--- src/rtl/cnn_disp_pkg.sv ---
// cnn_disp_pkg: constants and types shared by the display-path blocks.
//   WORD_BITS / PIX_BITS / ADDR_BITS : display BRAM word, pixel and address widths
//   L1_TILE / L2_TILE                : square tile edge lengths per CNN layer
//   TILE_BASE_*                      : tile base word addresses, shared with the tile readers
//   tw_state_t                       : tile_writer FSM state
package cnn_disp_pkg;

   localparam int WORD_BITS = 256;
   localparam int PIX_BITS  = 8;
   localparam int ADDR_BITS = 12;

   localparam int L1_TILE = 24;
   localparam int L2_TILE = 10;

   localparam logic [ADDR_BITS-1:0] TILE_BASE_0 = 12'd0;
   localparam logic [ADDR_BITS-1:0] TILE_BASE_1 = 12'd30;
   localparam logic [ADDR_BITS-1:0] TILE_BASE_2 = 12'd60;
   localparam logic [ADDR_BITS-1:0] TILE_BASE_3 = 12'd90;
   localparam logic [ADDR_BITS-1:0] TILE_BASE_4 = 12'h0A0;

   typedef enum logic [1:0] {
      IDLE = 2'd0,
      FILL = 2'd1,
      DONE = 2'd2
   } tw_state_t;

   function automatic int ceil_div(input int a, input int b);
      return (a + b - 1) / b;
   endfunction

endpackage

--- src/rtl/tile_writer_pixel_packer.sv ---
// pixel_packer: packs pixels into a BRAM word, pixel 0 of the word in the LSBs.
//   clk, rst      : clock, asynchronous active-high reset
//   clear         : synchronous clear of accumulator and lane counter (tile start)
//   in_valid      : a pixel is accepted this cycle
//   in_pixel      : the accepted pixel
//   flush         : this pixel closes the word even if lanes remain (tile end)
//   word          : accumulator with the current pixel merged into its lane
//   word_complete : word is final this cycle; caller registers it, packer clears
module pixel_packer import cnn_disp_pkg::*; #(
   parameter int WORD_BITS = 256,
   parameter int PIX_BITS  = 8
) (
   input  logic                 clk,
   input  logic                 rst,
   input  logic                 clear,
   input  logic                 in_valid,
   input  logic [PIX_BITS-1:0]  in_pixel,
   input  logic                 flush,
   output logic [WORD_BITS-1:0] word,
   output logic                 word_complete
);

   localparam int PPW    = WORD_BITS / PIX_BITS;
   localparam int LANE_W = (PPW > 1) ? $clog2(PPW) : 1;

   logic [WORD_BITS-1:0] acc;
   logic [LANE_W-1:0]    lane;

   // Lanes above the current one are always zero in acc, so a flushed
   // partial word comes out with its unfilled lanes cleared.
   always_comb begin
      word = acc;
      word[int'(lane)*PIX_BITS +: PIX_BITS] = in_pixel;
      word_complete = in_valid & ((lane == LANE_W'(PPW-1)) | flush);
   end

   always_ff @(posedge clk or posedge rst) begin
      if (rst) begin
         acc  <= '0;
         lane <= '0;
      end else if (clear) begin
         acc  <= '0;
         lane <= '0;
      end else if (in_valid) begin
         if (word_complete) begin
            acc  <= '0;
            lane <= '0;
         end else begin
            acc  <= word;
            lane <= lane + 1'b1;
         end
      end
   end

endmodule

--- src/rtl/tile_writer.sv ---
// tile_writer: writes one raster-ordered feature-map tile into the display BRAM
// as packed words (WORD_BITS/PIX_BITS pixels per word, pixel 0 in the LSBs),
// one write beat per word starting at BASE_ADDR.
// Optional feature macro: TILE_WRITER_LAST_CHECK_EN adds the sticky err output
// that flags an s_last marker disagreeing with the tile geometry.
// Ports:
//   clk, rst             : clock, asynchronous active-high reset
//   start                : arm for one tile (ignored while busy)
//   s_valid/s_ready      : pixel stream handshake
//   s_pixel, s_last      : pixel data, producer end-of-tile marker
//   bram_we/addr/wdata   : single-cycle BRAM write beat
//   busy                 : tile in progress
//   dbg_state            : current FSM state
//   done                 : one-cycle pulse coincident with the final beat
//   err                  : sticky s_last mismatch (macro builds only)
// Handshake: a pixel transfers on every rising clk edge where s_valid and
// s_ready are both high; s_ready depends only on the FSM state, never on
// s_valid, and the producer must hold s_pixel/s_last stable while s_valid
// is high and s_ready is low.
module tile_writer import cnn_disp_pkg::*; #(
   parameter logic [ADDR_BITS-1:0] BASE_ADDR = 12'h000,
   parameter int TILE_W    = 24,
   parameter int TILE_H    = 24,
   parameter int WORD_BITS = 256,
   parameter int PIX_BITS  = 8
) (
   input  logic                 clk,
   input  logic                 rst,
   input  logic                 start,
   input  logic                 s_valid,
   output logic                 s_ready,
   input  logic [PIX_BITS-1:0]  s_pixel,
   input  logic                 s_last,
   output logic                 bram_we,
   output logic [ADDR_BITS-1:0] bram_addr,
   output logic [WORD_BITS-1:0] bram_wdata,
   output logic                 busy,
   output tw_state_t            dbg_state,
   output logic                 done
`ifdef TILE_WRITER_LAST_CHECK_EN
   ,
   output logic                 err
`endif
);

   localparam int NPIX  = TILE_W * TILE_H;
   localparam int CNT_W = $clog2(NPIX + 1);

   tw_state_t            state, state_nxt;
   logic [CNT_W-1:0]     pix_cnt;
   logic                 accept;
   logic                 last_pix;
   logic                 start_tile;
   logic [WORD_BITS-1:0] packed_word;
   logic                 word_complete;

   assign s_ready    = (state == FILL);
   assign busy       = (state != IDLE);
   assign done       = (state == DONE);
   assign dbg_state  = state;
   assign accept     = s_valid & s_ready;
   assign last_pix   = (pix_cnt == CNT_W'(NPIX-1));
   assign start_tile = (state == IDLE) & start;

   always_ff @(posedge clk or posedge rst) begin
      if (rst) state <= IDLE;
      else     state <= state_nxt;
   end

   always_comb begin
      state_nxt = state;
      case (state)
         IDLE:    if (start) state_nxt = FILL;
         FILL:    if (accept && last_pix) state_nxt = DONE;
         DONE:    state_nxt = IDLE;
         default: state_nxt = IDLE;
      endcase
   end

   pixel_packer #(
      .WORD_BITS (WORD_BITS),
      .PIX_BITS  (PIX_BITS)
   ) u_packer (
      .clk           (clk),
      .rst           (rst),
      .clear         (start_tile),
      .in_valid      (accept),
      .in_pixel      (s_pixel),
      .flush         (last_pix),
      .word          (packed_word),
      .word_complete (word_complete)
   );

   // bram_addr is the live word pointer: it shows the address during a beat
   // and steps once the beat has gone out, so a beat on the very next cycle
   // already sees the next address.
   always_ff @(posedge clk or posedge rst) begin
      if (rst) begin
         bram_we    <= 1'b0;
         bram_addr  <= BASE_ADDR;
         bram_wdata <= '0;
         pix_cnt    <= '0;
      end else begin
         bram_we <= word_complete;
         if (word_complete) bram_wdata <= packed_word;
         if (start_tile) begin
            pix_cnt   <= '0;
            bram_addr <= BASE_ADDR;
         end else begin
            if (accept)  pix_cnt   <= pix_cnt + 1'b1;
            if (bram_we) bram_addr <= bram_addr + 1'b1;
         end
      end
   end

`ifdef TILE_WRITER_LAST_CHECK_EN
   always_ff @(posedge clk or posedge rst) begin
      if (rst)                               err <= 1'b0;
      else if (accept && (s_last != last_pix)) err <= 1'b1;
   end
`else
   logic unused_last;
   assign unused_last = s_last;
`endif

endmodule

--- config.mk ---
export PLATFORM = sky130hd
export DESIGN_NAME = tile_writer
export DESIGN_NICKNAME = d
export VERILOG_FILES = /design/src/rtl/cnn_disp_pkg.sv /design/src/rtl/tile_writer_pixel_packer.sv /design/src/rtl/tile_writer.sv
export SDC_FILE = /design/constraint.sdc
export NUM_CORES = 1
export LEC_CHECK = 0
export ABC_AREA = 1
export CAP_MARGIN = 15
export CELL_PAD_IN_SITES_DETAIL_PLACEMENT = 0
export CELL_PAD_IN_SITES_GLOBAL_PLACEMENT = 1
export CORE_MARGIN = 1.5
export CORE_UTILIZATION = 45
export DETAILED_ROUTE_END_ITERATION = 10
export PLACE_DENSITY = 0.86
export SLEW_MARGIN = 20
export SYNTH_ARGS = -nofsm -noshare
export SYNTH_HDL_FRONTEND = slang
export SYNTH_SLANG_ARGS = --single-unit
--- constraint.sdc ---
create_clock -name clk -period 34 [get_ports clk]
set_input_delay 6.8 -clock clk [delete_from_list [all_inputs] [get_ports clk]]
set_output_delay 6.8 -clock clk [all_outputs]
set_load 0.03 [all_outputs]
Word level (Yosys, flattened, before mapping)
Index checks and enable logic that the tools add are counted.
{"block": "op_classes", "n_reduce_logical": 6, "bitwise": 4, "add_sub_neg": 4, "eq_ne": 6, "shifts": 2, "n_mux": 14}
{"op": "two-way mux 256 bit", "count": 3}
{"op": "bitwise mux 256 bit", "count": 1}
{"op": "variable shift 8 x 33 -> 256 bit, first input constant", "count": 1}
{"op": "variable part select 8 x 33 -> 256 bit", "count": 1}
{"op": "negation 8 -> 33 bit", "count": 1}
{"op": "two-way mux 12 bit", "count": 2}
{"op": "two-way mux 10 bit", "count": 2}
{"op": "two-way mux 5 bit", "count": 3}
{"op": "adder 12 x 1 -> 12 bit, second input constant", "count": 1}
{"op": "adder 10 x 1 -> 10 bit, second input constant", "count": 1}
{"op": "== test 10 bit, second input constant", "count": 1}
{"op": "nonzero test 2 bit", "count": 3}
{"op": "adder 5 x 1 -> 5 bit, second input constant", "count": 1}
{"op": "== test 5 bit, second input constant", "count": 1}
{"op": "two-way mux 2 bit", "count": 2}
{"op": "case mux 2 bit (2 select lines)", "count": 1}
{"op": "bitwise AND 1 bit", "count": 3}
{"op": "== test 2 x 1 -> 1 bit, second input constant", "count": 1}
{"op": "== test 2 bit, second input constant", "count": 1}
{"op": "logical NOT 2 bit", "count": 1}
{"op": "inequality test 2 x 1 -> 1 bit, second input constant", "count": 1}
{"op": "inequality test 2 bit, second input constant", "count": 1}
{"op": "AND reduction 2 bit", "count": 1}
{"op": "logical AND 1 bit", "count": 1}
{"op": "OR 1 bit", "count": 1}
{"block": "totals", "wordCells": 43, "ff_bits": 542, "in_bits": 13, "output_inout_bits": 274}

Longest topological paths before layout
Gate-level depths: netlist (run 1).
{"block": "logic_depth", "depth_word": 6, "mapped_depth": 18, "ltp_nobuf": 15}

By module
A second synthesis (run 1) with hierarchy kept.
{"block": "unflattened", "hier_cells": 2926, "hier_area_um2": 26245.2}
{"module": "pixel_packer", "n_inst": 1, "cells_each": 2216, "seq_area_each_um2": 6531.3, "area_each_um2": 15384.8}
{"module": "tile_writer", "n_inst": 1, "cells_each": 710, "seq_area_each_um2": 7031.7, "area_each_um2": 10860.4}

Least setup slack after synthesis (run 1)
OpenSTA, ideal clock, no wires.
{"block": "synth_timing", "kind": "input to register", "startpoint": "input s_valid", "endpoint": "register bram_wdata[48]", "path_buffers": 3, "arrival_time_ns": 7.916, "setup_slack_ns": 25.951, "setup_time_ns": 0.133, "cell_stages": 10, "required_time_ns": 33.867, "path_cell_list": "nand2_2 inv_2 nand3_1 nand2_2 inv_2 buf_2 buf_2 buf_2 nand2_1 o21ai_0"}
{"block": "synth_between", "elab_chain_len": 2}
{"element": "from (decl)", "line_no": "tile_writer.sv:30", "text": "input logic s_valid,"}
{"element": "bitwise AND 1 bit", "line_no": "tile_writer.sv:61", "text": "assign accept = s_valid & s_ready;"}
{"element": "bitwise AND 1 bit", "line_no": "tile_writer_pixel_packer.sv:34", "text": "word_complete = in_valid & ((lane == LANE_W'(PPW-1)) | flush);"}
{"element": "to (signal assigned)", "line_no": "tile_writer.sv:105", "text": "if (word_complete) bram_wdata <= packed_word;"}
{"element": "to (decl)", "line_no": "tile_writer.sv:36", "text": "output logic [WORD_BITS-1:0] bram_wdata,"}
No other way between the ends.
A chain may end at the register's enable or synchronous reset.

Final worst setup path (run 1)
{"block": "layout_timing", "startpoint": "input s_valid", "endpoint": "register u_packer.acc[249]"}
{"block": "layout_between", "elab_chain_len": 5, "elab_cells_between_ends": 6, "cone_classes": "mux: 3; bitwise: 2; reduce/logical: 1"}
{"element": "bitwise AND 1 bit *", "line_no": "tile_writer.sv:61"}
{"element": "bitwise AND 1 bit", "line_no": "tile_writer_pixel_packer.sv:34"}
{"element": "two-way mux 256 bit", "line_no": "tile_writer_pixel_packer.sv:45", "text": "if (word_complete) begin"}
{"element": "two-way mux 256 bit", "line_no": "tile_writer_pixel_packer.sv:44", "text": "end else if (in_valid) begin"}
{"element": "two-way mux 256 bit", "line_no": "tile_writer_pixel_packer.sv:41", "text": "end else if (clear) begin"}
{"element": "to (signal assigned)", "line_no": "tile_writer_pixel_packer.sv:49", "text": "acc <= word;"}
{"element": "to (decl)", "line_no": "tile_writer_pixel_packer.sv:26", "text": "logic [WORD_BITS-1:0] acc;"}
Mark *: on every way between the ends. The rest lies on a longest branch, timed or not. The select of a mux whose other input is x is not followed.

==> results.sh, run 1 <==
export IMPL_status="finished clean"
export IMPL_grt_setup_unrepaired="false"
export IMPL_synth_edf_count=0
export IMPL_synth_area_leaders="dfrtp_1 (54%), nand2_1 (20%), nand3_1 (7.6%)"
export IMPL_finalMaxSlewViolations=0
export IMPL_cts_sink_count=542
export IMPL_synth_fp_nets=3205
export IMPL_relSlewSlack_pct=24.6
export IMPL_postPlaceCellArea_um2=28100
export IMPL_end_of_the_worst_register_to_register_path="u_packer.acc[249]$_DFFE_PP0P_"
export IMPL_critical_path_buf_inv_count=4
export IMPL_post_route_cells_drive_above_1_share_pct=5.05
export IMPL_hold_end="u_packer.acc[191]$_DFFE_PP0P_"
export IMPL_post_route_drc_violation_count=0
export IMPL_synth_top_area_share_pct=54.4
export IMPL_worst_r2r_startpoint="u_packer.lane[0]$_DFFE_PP0P_"
export IMPL_grt_first_pass_wirelength_mm=116
export IMPL_biggest_fanout_along_the_worst_timing_path=100
export IMPL_hold_viol_final=0
export IMPL_drt_first_pass_iters=6
export IMPL_routability_cong=0.820
export IMPL_globalRouteOverflowTotal=0
export IMPL_place_hpwl_mm=48.9
export IMPL_num_cts_buffers=59
export IMPL_grt_start_max_net_pins=205
export IMPL_area_delta_synth_final_pct=20.8
export IMPL_post_cts_repair_setup_buffers=0
export IMPL_worst_skew_pair_late_latency_ns=0.61
export IMPL_placeableCoreArea_um2=54900
export IMPL_ant_nets=0
export IMPL_timing_hold_worst_start="u_packer.acc[191]$_DFFE_PP0P_"
export IMPL_design_die_area_um2=56800
export IMPL_distinct_cells_synth=36
export IMPL_fin_worst_skew_ns=0.0128
export IMPL_place_inst=4027
export IMPL_critPathCaptureType="flop"
export IMPL_critical_path_required_ns=34.54
export IMPL_layout_core_utilization_pct=54.9
export IMPL_finalSetupViolCount=0
export IMPL_rr_worst_depth=11
export IMPL_grt_util_met3_pct=4.66
export IMPL_synth_sequential_area_ratio_pct=54.4
export IMPL_first_global_vias=20788
export IMPL_ctsHtreeMaxLevel=2
export IMPL_cts_resized=0
export IMPL_final_min_period_over_clock_period_pct=30.4
export IMPL_syn_mean_instance_area_um2=7.82
export IMPL_dr_vias_cell=5.35
export IMPL_std_cell_rows=86
export IMPL_gr_usage_met2_pct=38.3
export IMPL_detail_route_wirelength_mm=73.8
export IMPL_route_vias_total=22117
export IMPL_worst_ir_drop_vdd_mv=0.0732
export IMPL_postSynth_asyncResetShare_pct=100
export IMPL_tightestPinTransition_ns=1.13
export IMPL_cts_tree="yes"
export IMPL_path_clk_slew_ns=0.06
export IMPL_fmax_mhz=96.7
export IMPL_worst_path_max_delay_cell="buf_4"
export IMPL_power_net_switching_uw=805
export IMPL_ys_flop_type="dfrtp_1"
export IMPL_boundaryPins=287
export IMPL_count_of_hold_fix_buffers_inserted_at_cts=0
export IMPL_crit_type="input pin to flop"
export IMPL_critPathMaxStageDelay_ns=0.98
export IMPL_die_width_um=238
export IMPL_power_leakage_nw=15.6
export IMPL_timing_critical_path_from_type="input pin"
export IMPL_initialDrtViolationCount=2306
export IMPL_netlist_area_um2=24900
export IMPL_worst_hold_path_type="flop to flop"
export IMPL_critPathTopFamily="buffers and inverters"
export IMPL_cts_path_max_buffers=3
export IMPL_grt_antenna_before_repair=4
export IMPL_avgRoutedWirePerCell_um=17.8
export IMPL_effective_utilization_at_floorplan_pct=45.4
export IMPL_fin_crit_ns=10.34
export IMPL_p_int_mw=1.32
export IMPL_sw_frac_of_total_pct=37.8
export IMPL_worst_endpoint_arrival_ns=10.88
export IMPL_globalRouteTotalUtil_pct=25.9
export IMPL_clock_power_share_pct=30.9
export IMPL_floorplan_die_height_um=238
export IMPL_filler_cell_count=5009
export IMPL_grt_most_used_layer="met1"
export IMPL_max_cap_viol_count=0
export IMPL_power_frac_seq_pct=38.9
export IMPL_p_per_area_nw_per_um2=70.6
export IMPL_final_cell_count_no_fill=4136
export IMPL_timing_critical_path_cells="clkdlybuf4s50_1, nand2_2, inv_2, nand3_1, nand2_8, nor2_4, buf_4, buf_4, nand3_1, nand2_1"
export IMPL_grt_use_met1_pct=38.7
export IMPL_hold_depth=2
export IMPL_synth_largest_area_cell="dfrtp_1"
export IMPL_yosysWarnings=0
export IMPL_clockRootBuffer="clkbuf_16"
export IMPL_place_port_buffers=285
export IMPL_combinational_share_of_power_pct=30.1
export IMPL_reg2reg_setup_slack_ns=29.63
export IMPL_timing_setup_tns_ns=0
export IMPL_synth_seq_cells=542
export IMPL_final_net_count=3403
export IMPL_postSynthCellCount=3186
export IMPL_final_cell_area_um2=30100
## worst min-delay path, cell delays in order, from the launching register on
cell,delay (ns)
dfrtp_1,0.34
nand2_1,0.05
nand2_1,0.05
## cells in the mapped netlist (2+ instances only)
master and n:
nand2_1 1304, dfrtp_1 542, nand3_1 378, inv_1 279
o21ai_0 226, nand4_1 84, clkbuf_1 77, buf_2 74
nor2_1 61, o21ai_1 30, nor3_1 21, inv_2 17
buf_1 14, nand2_2 14, a21oi_1 11, nand3_2 8
nor2_2 8, a31oi_1 7, ha_1 6, nor3b_1 4
clkinv_1 3, buf_6 2, nor2_4 2, o22ai_1 2
## kinds of logic after synthesis
group	after synthesis	share of synthesized area, %
AO/OA/AOI/OAI	281	5.76
AND/OR/NAND/NOR	1889	32.0
buffers and inverters	467	7.48
flip-flops	542	54.4
adder cells (fa/ha/maj)	6	0.301
XOR/XNOR	1	0.0352
## stage by stage
step                      hold slack, ns  setup slack [ns]  power, mW
after floorplan                    0.449             12.05       1.29
after global routing               0.488             23.39       2.26
after CTS                          0.480             23.66       2.13
final                              0.477             23.66       2.13
after global placement             0.461             23.06       1.44
after detailed placement           0.464             23.00       1.47
## worst max-delay path by stage
stage | from | endpoint | slack [ns] | depth (start not counted)
finish | s_valid | u_packer.acc[249]$_DFFE_PP0P_ | 23.66 | 10
global route | s_valid | u_packer.acc[107]$_DFFE_PP0P_ | 23.39 | 10
CTS | s_valid | u_packer.acc[249]$_DFFE_PP0P_ | 23.66 | 10
detailed placement | s_valid | u_packer.acc[249]$_DFFE_PP0P_ | 23.00 | 10
global placement | s_valid | u_packer.acc[109]$_DFFE_PP0P_ | 23.06 | 10
floorplan | rst | bram_addr[0]$_DFFE_PP0P_ | 12.05 | 1
## area by class of cell
class                           instances  area [µm²]  area share, %
Inverter                              299        1150           3.81
Tap cell                              704         881           2.93
Antenna cell                            3        7.51         0.0249
Clock buffer                           80        1700           5.64
Multi-Input combinational cell       2177        9500           31.6
Clock inverter                         26         288          0.956
Timing Repair Buffer                  305        3020           10.0
Sequential cell                       542       13600           45.1
## power by group through the flow
stage / Clock, mW / Combinational (mW) / Sequential (mW)
3_3_place_gp: 0 / 0.610 / 0.830
3_5_place_dp: 0 / 0.631 / 0.836
4_1_cts: 0.671 / 0.635 / 0.826
5_1_grt: 0.696 / 0.722 / 0.840
2_1_floorplan: 0 / 0.450 / 0.843
6_report: 0.658 / 0.641 / 0.828
## registers in the layout, summed over array words and instances (netlist names)
signal	flops
bram_we	1
dbg_state	2
u_packer.lane	5
bram_wdata	256
u_packer.acc	256
bram_addr	12
pix_cnt	10
## placed cells by master, fill, tap and decap left out, drive strengths merged
master / count
nor3b: 4
ha: 6
nor4: 1
a31oi: 7
inv: 295
nand2: 1318
nor2: 71
dfrtp: 542
clkinvlp: 3
diode: 3
bufinv: 6
a211oi: 1
nand4: 84
clkdlybuf4s50: 285
clkbuf: 80
and3: 1
nand3: 387
a22o: 1
o21ai: 256
a21oi: 12
a221oi: 1
o22ai: 2
or2: 1
buf: 20
o21a: 1
xor2: 1
clkinv: 21
nor3: 22
## routing by layer
| metal | vias up | wire length, µm | share of wire [%] |
|---|---|---|---|
| met1 | 10736 | 33900 | 46 |
| met5 | - | 0 | 0 |
| li1 | 10530 | - | - |
| met2 | 734 | 32800 | 44 |
| met3 | 117 | 5100 | 6.9 |
| met4 | 0 | 1990 | 2.7 |
(Power assumes the default switching activity.)
==> run 2: changes to the inputs <==
--- a/config.mk
+++ b/config.mk
@@ -10,9 +10,9 @@
 export CELL_PAD_IN_SITES_DETAIL_PLACEMENT = 0
 export CELL_PAD_IN_SITES_GLOBAL_PLACEMENT = 1
 export CORE_MARGIN = 1.5
-export CORE_UTILIZATION = 45
+export CORE_UTILIZATION = 38
 export DETAILED_ROUTE_END_ITERATION = 10
-export PLACE_DENSITY = 0.86
+export PLACE_DENSITY = 0.78
 export SLEW_MARGIN = 20
 export SYNTH_ARGS = -nofsm -noshare
 export SYNTH_HDL_FRONTEND = slang
==> constraint.sdc (replaced) <==
create_clock -name clk -period 9.4 [get_ports clk]
set_input_delay 1.88 -clock clk [delete_from_list [all_inputs] [get_ports clk]]
set_output_delay 1.88 -clock clk [all_outputs]
set_load 0.03 [all_outputs]
==> results.sh, run 2 (same netlist as run 1, synthesis figures left out) <==
export IMPL_status="finished clean"
export IMPL_worst_ir_drop_vdd_mv=0.193
export IMPL_worst_setup_path_startpoint="s_valid"
export IMPL_biggest_fanout_along_the_worst_timing_path=71
export IMPL_ant_nets=0
export IMPL_worst_endpoint_arrival_ns=5.32
export IMPL_most_common_cell_after_layout_fill_and_taps_aside="nand2_1"
export IMPL_crit_type="input pin to flop"
export IMPL_grt_start_max_net_pins=189
export IMPL_route_vias_total=21377
export IMPL_relSlewSlack_pct=32.0
export IMPL_fin_worst_skew_ns=0.0113
export IMPL_floorplan_die_height_um=259
export IMPL_filler_cell_count=6383
export IMPL_timing_critical_path_from_type="input pin"
export IMPL_count_of_hold_fix_buffers_inserted_at_cts=0
export IMPL_drt_first_pass_iters=5
export IMPL_globalRouteOverflowTotal=0
export IMPL_layout_cells_most_common_list="nand2_1 (1304), dfrtp_1 (542), nand3_1 (378)"
export IMPL_cts_sink_count=542
export IMPL_globalRouteTotalUtil_pct=22.3
export IMPL_critPathMaxStageDelay_ns=0.75
export IMPL_final_cell_area_um2=30200
export IMPL_path_clk_slew_ns=0.06
export IMPL_timing_critical_path_cells="clkdlybuf4s50_1, nand2_2, inv_2, nand3_1, nand2_8, buf_4, buf_4, nand3_1, nand2_1"
export IMPL_postPlaceCellArea_um2=28300
export IMPL_fmax_mhz=209
export IMPL_avgRoutedWirePerCell_um=17.6
export IMPL_fin_crit_ns=4.78
export IMPL_critical_path_buf_inv_count=4
export IMPL_post_route_drc_violation_count=0
export IMPL_grt_setup_unrepaired="false"
export IMPL_placeableCoreArea_um2=64600
export IMPL_grt_first_pass_wirelength_mm=117
export IMPL_timing_hold_worst_start="bram_wdata[192]$_DFFE_PP0P_"
export IMPL_worst_r2r_startpoint="u_packer.lane[0]$_DFFE_PP0P_"
export IMPL_std_cell_rows=93
export IMPL_worst_skew_pair_late_latency_ns=0.61
export IMPL_layout_top_registers="bram_wdata: 256 flops, u_packer.acc: 256 flops, bram_addr: 12 flops"
export IMPL_place_port_buffers=285
export IMPL_routability_cong=0.826
export IMPL_max_cap_viol_count=0
export IMPL_place_hpwl_mm=49.4
export IMPL_effective_utilization_at_floorplan_pct=38.6
export IMPL_timing_setup_tns_ns=0
export IMPL_worst_path_max_delay_cell="buf_4"
export IMPL_clockRootBuffer="clkbuf_16"
export IMPL_grt_antenna_before_repair=2
export IMPL_critPathCaptureType="flop"
export IMPL_initialDrtViolationCount=1863
export IMPL_power_leakage_nw=15.6
export IMPL_dr_vias_cell=4.99
export IMPL_design_die_area_um2=67100
export IMPL_finalSetupViolCount=0
export IMPL_cts_path_max_buffers=3
export IMPL_cts_tree="yes"
export IMPL_critPathTopFamily="buffers and inverters"
export IMPL_cts_resized=0
export IMPL_post_cts_repair_setup_buffers=0
export IMPL_die_width_um=259
export IMPL_boundaryPins=287
export IMPL_num_cts_buffers=59
export IMPL_p_per_area_nw_per_um2=252
export IMPL_hold_viol_final=0
export IMPL_critical_path_required_ns=9.94
export IMPL_worst_hold_path_type="flop to flop"
export IMPL_tightestPinTransition_ns=1.02
export IMPL_ctsHtreeMaxLevel=2
export IMPL_final_min_period_over_clock_period_pct=50.9
export IMPL_detail_route_wirelength_mm=75.6
export IMPL_post_route_cells_drive_above_1_share_pct=5.10
export IMPL_final_net_count=3402
export IMPL_finalMaxSlewViolations=0
export IMPL_area_delta_synth_final_pct=21.4
export IMPL_first_global_vias=19683
[run 2: cell types whose count changed in the layout (fill, tap and decap cells not counted)]
cell	change
clkinv_8	-1
nor2_1	-1
clkbuf_8	+8
clkinvlp_4	-2
buf_4	-4
bufinv_16	-6
nor2_2	+1
buf_12	+4
clkinv_2	+3
clkbuf_1	+1
buf_6	-1
diode_2	-2
[run 2: worst register-to-register path, stage by stage (launching register included)]
cell and delay [ns]:
dfrtp_1 0.52, inv_2 0.25, ha_1 0.27, inv_1 0.08, nor2_2 0.06, inv_1 0.09, nand2_2 0.28, inv_2 0.58
nand3_4 0.20, nor2_2 0.71, nand2_1 0.55, o21ai_0 0.45, o21ai_0 0.13
[run 2: worst paths after layout]
path / to / slack (ns) / depth (start not counted)
min reg2reg: bram_wdata[192]$_DFFE_PP0P_ / 0.48 / 2
max in group asynchronous: u_packer.acc[200]$_DFFE_PP0P_ / 6.12 / 4
min: bram_wdata[192]$_DFFE_PP0P_ / 0.48 / 2
max: bram_wdata[254]$_DFFE_PP0P_ / 4.62 / 9
max reg2reg: bram_wdata[102]$_DFFE_PP0P_ / 5.08 / 12
min in group asynchronous: bram_addr[3]$_DFFE_PP0P_ / 1.80 / 3
[run 2: per-stage QoR]
stage | hold WS, ns | instances | util, % | total power, mW | worst slack [ns]
3_3_place_gp | 0.461 | 4177 | 43.9 | 5.31 | 3.93
3_5_place_dp | 0.464 | 4177 | 43.9 | 5.35 | 3.96
4_1_cts | 0.481 | 4286 | 46.8 | 7.67 | 4.59
2_1_floorplan | 0.449 | 3186 | - | 4.68 | 0.148
6_report | 0.475 | 4287 | 46.8 | 7.61 | 4.62
5_1_grt | 0.490 | 4287 | 46.8 | 8.11 | 4.40
[run 2: routing by layer]
layer  GRT usage (%)  up-vias  share of wire (%)
met2            31.8      567                 43
met4            6.11        0                2.4
met3            3.50       96                5.7
li1                -    10527                  -
met1            34.7    10187                 49
met5               0        -                  0
[run 2: area by class of cell]
type	instances	area, µm²	area share [%]
Sequential cell	542	13600	44.8
Multi-Input combinational cell	2177	9510	31.4
Timing Repair Buffer	304	3060	10.1
Clock buffer	89	1810	5.99
Inverter	299	1140	3.76
Tap cell	855	1070	3.54
Clock inverter	20	100	0.331
Antenna cell	1	2.50	0.00827
[run 2: power breakdown]
group,internal [mW],switching (mW)
clock,1.32,0.958
sequential,2.76,0.227
combinational,0.608,1.74
total,4.69,2.92
